$ cat config.mk
export PLATFORM = sky130hd
export DESIGN_NAME = pong_sound_sequencer
export DESIGN_NICKNAME = d
export VERILOG_FILES = /design/src/rtl/pong_sound_sequencer.sv
export SDC_FILE = /design/constraint.sdc
export NUM_CORES = 1
export LEC_CHECK = 0
export BUFFER_PORTS_ARGS = -buffer_cell sky130_fd_sc_hd__buf_2
export CAP_MARGIN = 40
export CORE_ASPECT_RATIO = 1.1
export CORE_MARGIN = 3
export CORE_UTILIZATION = 35
export CTS_CLUSTER_SIZE = 10
export DETAILED_ROUTE_END_ITERATION = 8
export HOLD_SLACK_MARGIN = 0.1
export PLACE_DENSITY_LB_ADDON = 0.25
export SKIP_LAST_GASP = 1
export SYNTH_ARGS = -nofsm -noshare
export SYNTH_HDL_FRONTEND = slang
export SYNTH_SLANG_ARGS = --single-unit
export TNS_END_PERCENT = 20
$ cat constraint.sdc
create_clock -name CLOCK_50 -period 5.1 [get_ports CLOCK_50]
set_clock_uncertainty 0.05 [all_clocks]
set_input_delay 0.255 -clock CLOCK_50 [delete_from_list [all_inputs] [get_ports CLOCK_50]]
set_output_delay 0.255 -clock CLOCK_50 [all_outputs]
set_load 0.05 [all_outputs]
$ cat src/rtl/pong_sound_sequencer.sv
// pong_sound_sequencer: turns hit/score events into timed enable and
// switchAudioOut controls for the Pong audio playback stage. Each sound is
// preceded by a short low gap on enable so that the playback address rewinds.
// Then enable is held for exactly one full ROM pass.
module pong_sound_sequencer #(
  parameter int SAMPLE_DIV = 1135,
  parameter int BOINK_LEN  = 15436,
  parameter int WIN_LEN    = 65405,
  parameter int GAP_CYCLES = 2
) (
  input  logic       CLOCK_50,
  input  logic       KEY,
  input  logic       hit,
  input  logic       score,
  input  logic       mute,
  output logic       enable,
  output logic       switchAudioOut,
  output logic       busy,
  output logic [1:0] state_dbg
);

  localparam int DIV_W = (SAMPLE_DIV > 1) ? $clog2(SAMPLE_DIV) : 1;
  localparam int GAP_W = $clog2(GAP_CYCLES + 1);

  typedef enum logic [1:0] {
    IDLE  = 2'd0,
    REARM = 2'd1,
    PLAY  = 2'd2
  } state_t;

  state_t           state;
  logic             hit_q;
  logic             score_q;
  logic [DIV_W-1:0] div_cnt;
  logic [22:0]      samp_cnt;
  logic [GAP_W-1:0] gap_cnt;

  logic        hit_ev;
  logic        score_ev;
  logic        start_win;
  logic        start_boink;
  logic [22:0] samp_next;
  logic [22:0] sel_len;

  // Event detection and arbitration. Score always wins. A hit starts a boink
  // from idle or retriggers a boink, but it never interrupts a win.
  always_comb begin
    hit_ev      = hit & ~hit_q;
    score_ev    = score & ~score_q;
    start_win   = score_ev;
    start_boink = hit_ev & ~score_ev & ((state == IDLE) | ~switchAudioOut);
    samp_next   = samp_cnt + 23'd1;
    sel_len     = switchAudioOut ? 23'(WIN_LEN) : 23'(BOINK_LEN);
  end

  assign state_dbg = state;

  // Sequencer FSM. Every output is registered here.
  // Priority within a cycle: mute, then a new or retriggered sound, then timing.
  always_ff @(posedge CLOCK_50 or negedge KEY) begin
    if (!KEY) begin
      state          <= IDLE;
      hit_q          <= 1'b0;
      score_q        <= 1'b0;
      div_cnt        <= '0;
      samp_cnt       <= '0;
      gap_cnt        <= '0;
      enable         <= 1'b0;
      busy           <= 1'b0;
      switchAudioOut <= 1'b0;
    end else begin
      hit_q   <= hit;
      score_q <= score;
      if (mute) begin
        state  <= IDLE;
        enable <= 1'b0;
        busy   <= 1'b0;
      end else if (start_win || start_boink) begin
        state          <= REARM;
        switchAudioOut <= start_win;
        gap_cnt        <= '0;
        enable         <= 1'b0;
        busy           <= 1'b1;
      end else begin
        case (state)
          REARM: begin
            if (gap_cnt == GAP_W'(GAP_CYCLES - 1)) begin
              state    <= PLAY;
              div_cnt  <= '0;
              samp_cnt <= '0;
              enable   <= 1'b1;
            end else begin
              gap_cnt <= gap_cnt + 1'b1;
            end
          end
          PLAY: begin
            if (div_cnt == DIV_W'(SAMPLE_DIV - 1)) begin
              div_cnt <= '0;
              if (samp_next == sel_len) begin
                state  <= IDLE;
                enable <= 1'b0;
                busy   <= 1'b0;
              end else begin
                samp_cnt <= samp_next;
              end
            end else begin
              div_cnt <= div_cnt + 1'b1;
            end
          end
          default: begin
            state  <= IDLE;
            enable <= 1'b0;
            busy   <= 1'b0;
          end
        endcase
      end
    end
  end

endmodule
==> out/summary.log, run 1 <==
qor: final_layout.area_delta_synth_final 9.368%
qor: drt.post_drt_wl_per_cell 14.71 microns
qor: power_and_ir_drop.static-leakage-power 1.263 nW
qor: worst_setup_path.cell_type_of_the_slowest_stage_on_the_worst_timing_path sky130_fd_sc_hd__dfrtp_1
qor: synth.synth_flop_cell sky130_fd_sc_hd__dfrtp_1
qor: worst_setup_path.worst-r2r-setup-slack 1.70 ns
qor: worst_setup_path.cp.buffers_inverters 0
qor: synth.total_of_warnings_raised_by_yosys 0
qor: clocking.post_cts.resized_instances 0
qor: timing.rsz0062_at_grt false
qor: final_layout.seq_area 1051 sq um
qor: synth.asyncSetResetFlopFracSynth 1.000
qor: final_layout.multiInputGateArea 1607 sq um
qor: global_routing.global_route_wire_length_before_repair 10940 microns
qor: worst_setup_path.worstPathMaxFanout 10
qor: worst_setup_path.timing.critical_path.max_delay_family simple AND/OR/NAND/NOR gates
qor: drt.drc_errors 0
qor: power_and_ir_drop.finalPower 0.6913 mW
qor: worst_setup_path.reg2regPathDepth 8
qor: global_routing.grt-ovfl-total 0
qor: synth.synth_area 2791 sq um
qor: worst_setup_path.timing.critical_path.to_type register
qor: power_and_ir_drop.sw_frac_of_total 0.3018
qor: drt.drt_first_pass_iters 4
qor: synth.synthDistinctLibCells 58
qor: timing.fin_crit_sh 0.6663
qor: timing.final-hold-violation-count 0
qor: die.die_h 99.67 microns
qor: placement.routabilityCongestion 0.7991
qor: worst_setup_path.cp_cell_sequence nand4_4 -> or3_1 -> or3_4 -> a2111oi_4 -> nand4_1 -> nor3_4 -> mux2_1 -> a22o_1
qor: clocking.worst_setup_hold_path_clk_slew 0.09 ns
qor: die.number_of_standard_cell_rows_in_the_floorplan 33
qor: clocking.post-cts-setup-buffers 0
qor: synth.netlist_top_cells_area sky130_fd_sc_hd__dfrtp_1 (38%), sky130_fd_sc_hd__o21ai_0 (5.4%), sky130_fd_sc_hd__a22o_1 (3.8%), sky130_fd_sc_hd__ha_1 (3.6%), sky130_fd_sc_hd__nand3_1 (3.4%)
qor: global_routing.antenna_found_initial 0
qor: worst_setup_path.critical_path_required 5.24 ns
qor: die.die_width 91.15 microns
qor: drt.viasPerCell 5.524
qor: clocking.clock-root-buffer sky130_fd_sc_hd__clkbuf_8
qor: drt.detail_route.iter0.violations 180
qor: final_layout.fill_cells 774
qor: synth.synth_enable_flop_cells 0
qor: timing.tightest_slew 0.8416 ns
qor: final_layout.finalNetCount 331
qor: timing.max_slew_margin 0.4389
qor: hold_path.worstHoldStart mute
qor: clocking.tritoncts_num_sinks 42
qor: synth.synth_nets 325
qor: synth.syn_avg_cell_area 8.947 sq um
qor: power_and_ir_drop.power_per_cell_area 226.4 nW/um^2
qor: placement.port_buffers 9
qor: clocking.cts-hold-fix-buffers 3
qor: clocking.cts-root-to-sink-buffers 2
qor: run.maximum_capacitance_violations 0
qor: power_and_ir_drop.power.combinational.fraction 0.137
qor: placement.dpl.hpwl 4546 microns
qor: final_layout.layout_cells_excl_fill 424
qor: timing.fmaxAchievable 0.2943 GHz
qor: final_layout.insertedDiodeCount 0
qor: placement.dp_cells 413
qor: worst_setup_path.r2r-end samp_cnt[9]
qor: clocking.clock_latency 0.30 ns
qor: power_and_ir_drop.clock_power_share 0.318
qor: die.start_util 0.3674
qor: hold_path.min-delay-path-class input port to register
qor: drt.dr_total_vias 2342
qor: timing.min_period 3.398 ns
qor: timing.setup_viols_final 0
qor: die.total_die_area 9084 sq um
qor: power_and_ir_drop.power.switching 0.2086 mW
qor: hold_path.hold_depth 2
qor: global_routing.grt_max_degree 34
qor: timing.timing.final.max_slew_violations 0
qor: synth.netlist_instances 312
qor: final_layout.final_layout_size_suffix_gt1_frac 0.1097
qor: synth.yosysTopAreaCell sky130_fd_sc_hd__dfrtp_1
qor: hold_path.timing.hold.worst_endpoint state_dbg[0]
qor: final_layout.postLayoutCoreUtil 0.4018
qor: timing.tns 0 ns
qor: outcome.status completed
qor: clocking.cts-buffers-inserted 5
qor: worst_setup_path.slowest_delay 0.57 ns
qor: synth.yosys.area.top_type_share 0.3765
qor: drt.route.antenna.remaining_nets 0
qor: global_routing.global_route.usage.total 0.1447
qor: drt.drt_wl_total 6235 microns
qor: worst_setup_path.path_class register to register
qor: clocking.cts_tree yes
qor: power_and_ir_drop.sequential_power_share 0.545
qor: synth.yosys_register_bits 42
qor: worst_setup_path.worst_ep_arrival_time 3.54 ns
qor: worst_setup_path.worst_r2r_startpoint samp_cnt[4]
qor: power_and_ir_drop.cellInternalPower 0.4827 mW
qor: global_routing.vias_in_the_first_global_route 2279
qor: die.core 7597 sq um
qor: die.io_pins 10
qor: power_and_ir_drop.peakVddDrop 115.5 uV
qor: synth.yosysSeqAreaShare 0.3765
qor: worst_setup_path.crit_path_start_kind register
qor: clocking.cts-htree-levels 2
## power groups by stage
stage               logic, mW  registers (mW)  clock network (mW)
finish                 0.0947           0.377               0.220
global route            0.108           0.380               0.244
CTS                    0.0966           0.376               0.229
detailed placement     0.0945           0.382                   0
global placement       0.0909           0.382                   0
floorplan              0.0709           0.377                   0
## registers in the layout, summed over array words and instances, names as in the netlist
signal and count:
samp_cnt 23, busy 1, switchAudioOut 1, score_q 1
enable 1, state_dbg 1, div_cnt 11, gap_cnt 2
hit_q 1
## kinds of logic after synthesis
| group | Yosys count | share of synthesized area |
|---|---|---|
| buffers and inverters | 29 | 0.04796 |
| and+or+nand+nor | 132 | 0.2757 |
| adders and majority gates | 8 | 0.03586 |
| xor gates and xnor gates | 10 | 0.03138 |
| AOI/OAI and AO/OA | 85 | 0.2089 |
| DFF | 42 | 0.3765 |
| muxes | 6 | 0.02375 |
## per-stage QoR
stage / instance area (sq um) / hold slack, ns / worst slack (ns)
floorplan: 2791 / -0.09059 / 2.147
global placement: 2898 / 0.3314 / 1.818
detailed placement: 2933 / 0.2285 / 1.749
CTS: 3053 / 0.1550 / 1.718
global route: 3053 / 0.1629 / 1.487
finish: 3053 / 0.1610 / 1.702
## final cells by class
class / instances / share of cell area
flip-flops and latches: 42 / 0.3443
well taps: 105 / 0.04303
inverters: 11 / 0.01352
multi-input cells: 241 / 0.5262
repair buffers: 17 / 0.04344
clock inverters: 3 / 0.006967
clock buffers: 5 / 0.02254
## worst max path at each step
stage / startpoint / endpoint / cells past startpoint
global route: samp_cnt[4] / samp_cnt[9] / 8
CTS: samp_cnt[4] / samp_cnt[9] / 8
global placement: samp_cnt[4] / samp_cnt[9] / 8
detailed placement: samp_cnt[4] / samp_cnt[9] / 8
finish: samp_cnt[4] / samp_cnt[9] / 8
floorplan: samp_cnt[2] / samp_cnt[0] / 10
## synthesized netlist by cell type (all sizes together) (2+ instances only)
master  number
dfrtp       42
and3         9
nor4b        3
a22o        12
nand4       10
mux2         5
o41ai        2
xor2         8
o21a         3
nand3       20
o31a         2
or2          2
buf          7
and2         4
a31oi        2
nor4         7
and4         6
ha           8
o21ai       31
xnor2        2
nor2        15
clkbuf      11
nor3        13
o31ai        4
inv         11
nand2       24
or3          6
o22ai        2
nand2b       8
a21o         5
a21oi       12
## routing by layer
metal,part of all wire,vias to the layer above,GRT usage,wire length (microns)
li1,-,1178,-,-
met1,0.49,1110,0.2031,3049
met2,0.46,43,0.2276,2844
met3,0.037,11,0.02648,229
met4,0.018,0,0.04292,111
met5,0,-,0,0
## cell usage in the layout, fill, tap and decap left out, drive strengths merged, types with 3 or more instances in the layout
cell type and instances:
nor2 15, nand2 24, o21a 3, and2 4, o31ai 4, a22o 12, mux2 5, or3 6
nor4b 3, inv 11, a21oi 12, nand3 20, nand2b 8, clkbuf 5, buf 14, and4 6
nor4 7, ha 8, xor2 8, dlygate4sd3 3, o21ai 31, nand4 10, and3 9, a21o 5
nor3 13, dfrtp 42
Power figures use the tool's default switching activity.
==> run 2, diff against run 1 <==
- ABC_AREA: unset -> 1
- clock period: 5.1 -> 3.1 ns (I/O delays scaled with it)
==> out/summary.log, run 2 <==
qor: clocking.post_cts.resized_instances 0 [unchanged]
qor: placement.dpl.hpwl 4661 microns [+2.5%]
qor: global_routing.grt-ovfl-total 0 [unchanged]
qor: global_routing.grt_busiest_layer met2
qor: final_layout.fill_cells 839 [+8.4%]
qor: die.io_pins 10 [unchanged]
qor: synth.yosysSeqAreaShare 0.3704 [-0.006142]
qor: synth.synth_area 2838 sq um [+1.7%]
qor: synth.synthDistinctLibCells 32 [-45%]
qor: clocking.worst_setup_hold_path_clk_slew 0.08 ns [about the same]
qor: drt.post_drt_wl_per_cell 12.00 microns [-18%]
qor: global_routing.met3_usage 0.02699 [+0.0005115]
qor: die.die_h 100.4 microns [+0.77%]
qor: clocking.tritoncts_num_sinks 42 [unchanged]
qor: timing.max_slew_margin 0.5626 [+0.1237]
qor: clocking.cts-root-to-sink-buffers 2 [unchanged]
qor: power_and_ir_drop.sw_frac_of_total 0.2430 [-0.05883]
qor: final_layout.multiInputGateArea 1523 sq um [-5.2%]
qor: drt.detail_route.iter0.violations 142 [-21%]
qor: timing.tightest_slew 0.6536 ns [-0.1880 ns]
qor: power_and_ir_drop.cellInternalPower 0.9500 mW [+97%]
qor: clocking.clock_latency 0.29 ns [about the same]
qor: synth.netlist_top_cells_area sky130_fd_sc_hd__dfrtp_1 (37%), sky130_fd_sc_hd__nand2_1 (20%), sky130_fd_sc_hd__inv_1 (6.9%), sky130_fd_sc_hd__nand4_1 (6.4%), sky130_fd_sc_hd__nor2_1 (6.0%)
qor: worst_setup_path.crit_path_start_kind register
qor: power_and_ir_drop.finalPower 1.255 mW [+82%]
qor: hold_path.min-delay-path-class input port to async pin
qor: global_routing.use_met1 0.1931 [-0.01005]
qor: drt.route.antenna.remaining_nets 0 [unchanged]
qor: final_layout.final_layout_size_suffix_gt1_frac 0.09049 [-0.01923]
qor: global_routing.global_route.usage.total 0.1488 [+0.004109]
qor: global_routing.antenna_found_initial 0 [unchanged]
qor: synth.netlist_instances 416 [+33%]
qor: timing.final-hold-violation-count 0 [unchanged]
qor: synth.synth_enable_flop_cells 0 [unchanged]
qor: worst_setup_path.r2r-end samp_cnt[8]
qor: worst_setup_path.worst-r2r-setup-slack 0.45 ns [-1.25 ns]
qor: global_routing.vias_in_the_first_global_route 2473 [+8.5%]
qor: final_layout.largest_register_ffs 23 [unchanged]
qor: die.die_width 91.85 microns [+0.77%]
qor: clocking.cts-htree-levels 2 [unchanged]
qor: placement.port_buffers 9 [unchanged]
qor: outcome.status completed
qor: final_layout.finalNetCount 443 [+34%]
qor: power_and_ir_drop.power_per_cell_area 394.4 nW/um^2 [+74%]
qor: worst_setup_path.slowest_delay 0.54 ns [-0.03 ns]
qor: timing.min_period 2.652 ns [-0.7458 ns]
qor: synth.synth_flop_cell sky130_fd_sc_hd__dfrtp_1
qor: drt.drt_wl_total 6431 microns [+3.1%]
qor: power_and_ir_drop.power.switching 0.3049 mW [+46%]
qor: global_routing.grt_use_met2 0.2601 [+0.03248]
qor: synth.yosysTopAreaCell sky130_fd_sc_hd__dfrtp_1
qor: final_layout.top_register_by_number_of_flip_flops samp_cnt
qor: die.total_die_area 9225 sq um [+1.5%]
qor: worst_setup_path.worst_ep_arrival_time 2.84 ns [-0.70 ns]
qor: power_and_ir_drop.peakVddDrop 216.3 uV [+87%]
qor: timing.timing.final.max_slew_violations 0 [unchanged]
qor: clocking.cts_tree yes
qor: synth.synth_nets 429 [+32%]
qor: clocking.cts-buffers-inserted 5 [unchanged]
qor: worst_setup_path.worst_r2r_startpoint samp_cnt[0]
qor: synth.syn_avg_cell_area 6.821 sq um [-24%]
qor: worst_setup_path.worstPathMaxFanout 23 [+13]
qor: final_layout.mostFrequentLayoutCell sky130_fd_sc_hd__nand2_1
qor: die.core 7680 sq um [+1.1%]
qor: die.start_util 0.3695 [+0.002077]
qor: final_layout.most-common-layout-cells sky130_fd_sc_hd__nand2_1 (148), sky130_fd_sc_hd__inv_1 (52), sky130_fd_sc_hd__nor2_1 (44), sky130_fd_sc_hd__dfrtp_1 (42), sky130_fd_sc_hd__nand4_1 (29)
qor: power_and_ir_drop.sequential_power_share 0.467 [-0.078]
qor: clocking.clock-root-buffer sky130_fd_sc_hd__clkbuf_8
qor: global_routing.grt_max_degree 25 [-26%]
qor: drt.drc_errors 0 [unchanged]
qor: drt.dr_total_vias 2565 [+9.5%]
qor: worst_setup_path.path_common_cell sky130_fd_sc_hd__nand2_1
qor: power_and_ir_drop.static-leakage-power 1.585 nW [+26%]
qor: run.maximum_capacitance_violations 0 [unchanged]
qor: final_layout.top_regs samp_cnt: 23 flops, div_cnt: 11 flops, gap_cnt: 2 flops
qor: timing.rsz0062_at_grt false
qor: die.number_of_standard_cell_rows_in_the_floorplan 33 [unchanged]
qor: worst_setup_path.path_class register to register
qor: final_layout.insertedDiodeCount 0 [unchanged]
qor: synth.yosys.area.top_type_share 0.3704 [-0.006142]
qor: worst_setup_path.cp_cell_sequence ha_1 -> inv_1 -> nor2_2 -> nand3_1 -> nand2_1 -> nand3_1 -> nor2_1 -> nand2_1 -> nor2_1 -> nand3_4 -> o21ai_4 -> nand2_1 -> nand2_1
qor: final_layout.area_delta_synth_final 12.13%
qor: synth.total_of_warnings_raised_by_yosys 0 [unchanged]
qor: synth.asyncSetResetFlopFracSynth 1.000 [unchanged]
qor: worst_setup_path.cell_type_of_the_slowest_stage_on_the_worst_timing_path sky130_fd_sc_hd__o21ai_4
qor: timing.tns 0 ns [unchanged]
qor: worst_setup_path.timing.critical_path.to_type register
qor: timing.setup_viols_final 0 [unchanged]
qor: worst_setup_path.critical_path_required 3.29 ns [-1.95 ns]
qor: drt.viasPerCell 4.785 [-13%]
qor: global_routing.global_route_wire_length_before_repair 11320 microns [+3.5%]
qor: synth.yosys_register_bits 42 [unchanged]
qor: final_layout.seq_area 1051 sq um [unchanged]
qor: worst_setup_path.reg2regPathDepth 13 [+5]
qor: final_layout.postLayoutCoreUtil 0.4143 [+0.01246]
qor: synth.post_synth_most_frequent_cells sky130_fd_sc_hd__nand2_1 (148), sky130_fd_sc_hd__inv_1 (52), sky130_fd_sc_hd__nor2_1 (45), sky130_fd_sc_hd__dfrtp_1 (42), sky130_fd_sc_hd__nand4_1 (29)
qor: power_and_ir_drop.power.combinational.fraction 0.100 [-0.037]
qor: timing.fmaxAchievable 0.3770 GHz [+28%]
qor: power_and_ir_drop.clock_power_share 0.433 [+0.115]
qor: synth.synth.most_common_cell sky130_fd_sc_hd__nand2_1
qor: drt.drt_first_pass_iters 4 [unchanged]
qor: placement.routabilityCongestion 0.8718 [+9.1%]
qor: timing.fin_crit_sh 0.8556 [+0.1893]
-- run 2: cell types whose count changed after synthesis, sizes merged, moves of 8 or more --
cell    change
a22o       -12
and3        -9
clkbuf      -8
inv        +42
nand2     +127
nand2b      -8
nand4      +19
nor2       +38
o21ai      -21
-- run 2: final cells by class --
type | instances | share of cell area
multi-input cells | 310 | 0.4786
flip-flops and latches | 42 | 0.3303
inverters | 53 | 0.06252
repair buffers | 18 | 0.04247
well taps | 105 | 0.04129
clock buffers | 6 | 0.02595
clock inverters | 2 | 0.01888
-- run 2: power by group through the flow --
stage	clock network, mW	logic [mW]	registers, mW
after floorplan	0	0.0699	0.608
after global placement	0	0.119	0.598
after detailed placement	0	0.123	0.598
after CTS	0.562	0.127	0.587
after global routing	0.578	0.141	0.589
final	0.543	0.125	0.586
-- run 2: logic make-up (layout without fill, tap and decap cells) --
kind of cell,after synthesis,in the layout,share of synthesized area
flip-flops,42,42,0.3704
AND/OR/NAND/NOR,277,277,0.4418
XOR/XNOR,5,5,0.01543
buffers and inverters,64,79,0.09391
AO/OA/AOI/OAI,20,20,0.04321
adder cells (fa/ha/maj),8,8,0.03527
-- run 2: through the flow --
step	cell area, sq um	cells	setup slack (ns)	hold slack [ns]
after global routing	3182	536	0.08697	0.3341
final	3182	536	0.4475	0.2917
after detailed placement	2999	524	0.4591	0.08432
after floorplan	2838	416	0.5978	-0.1906
after CTS	3182	536	0.4368	0.3148
after global placement	2979	523	0.5611	0.2270
-- run 2: per-layer routing --
layer  part of all wire  wire (microns)
met3              0.036             229
met4             0.0075              48
met2               0.47            3041
met1               0.48            3112
met5                  0               0
-- run 2: how the worst max path moves through the flow --
stage | from | to
floorplan | enable | samp_cnt[15]
detailed placement | samp_cnt[0] | samp_cnt[3]
global placement | samp_cnt[0] | samp_cnt[15]
finish | samp_cnt[0] | samp_cnt[8]
global route | samp_cnt[0] | samp_cnt[17]
CTS | samp_cnt[0] | samp_cnt[16]
-- run 2: timing repair --
| action | in CTS | in global routing |
|---|---|---|
| hold endpoints to repair | 21 | 0 |
| buffers inserted | 0 | 0 |
| hold buffers | 4 | 0 |
-- run 2: worst max-delay path, delay by kind of cell, from the launching register on --
kind	cells	cell delay, ns
buffers and inverters	1	0.08
adders and majority gates	1	0.26
DFF	1	0.46
AOI/OAI and AO/OA	1	0.54
and+or+nand+nor	10	1.20
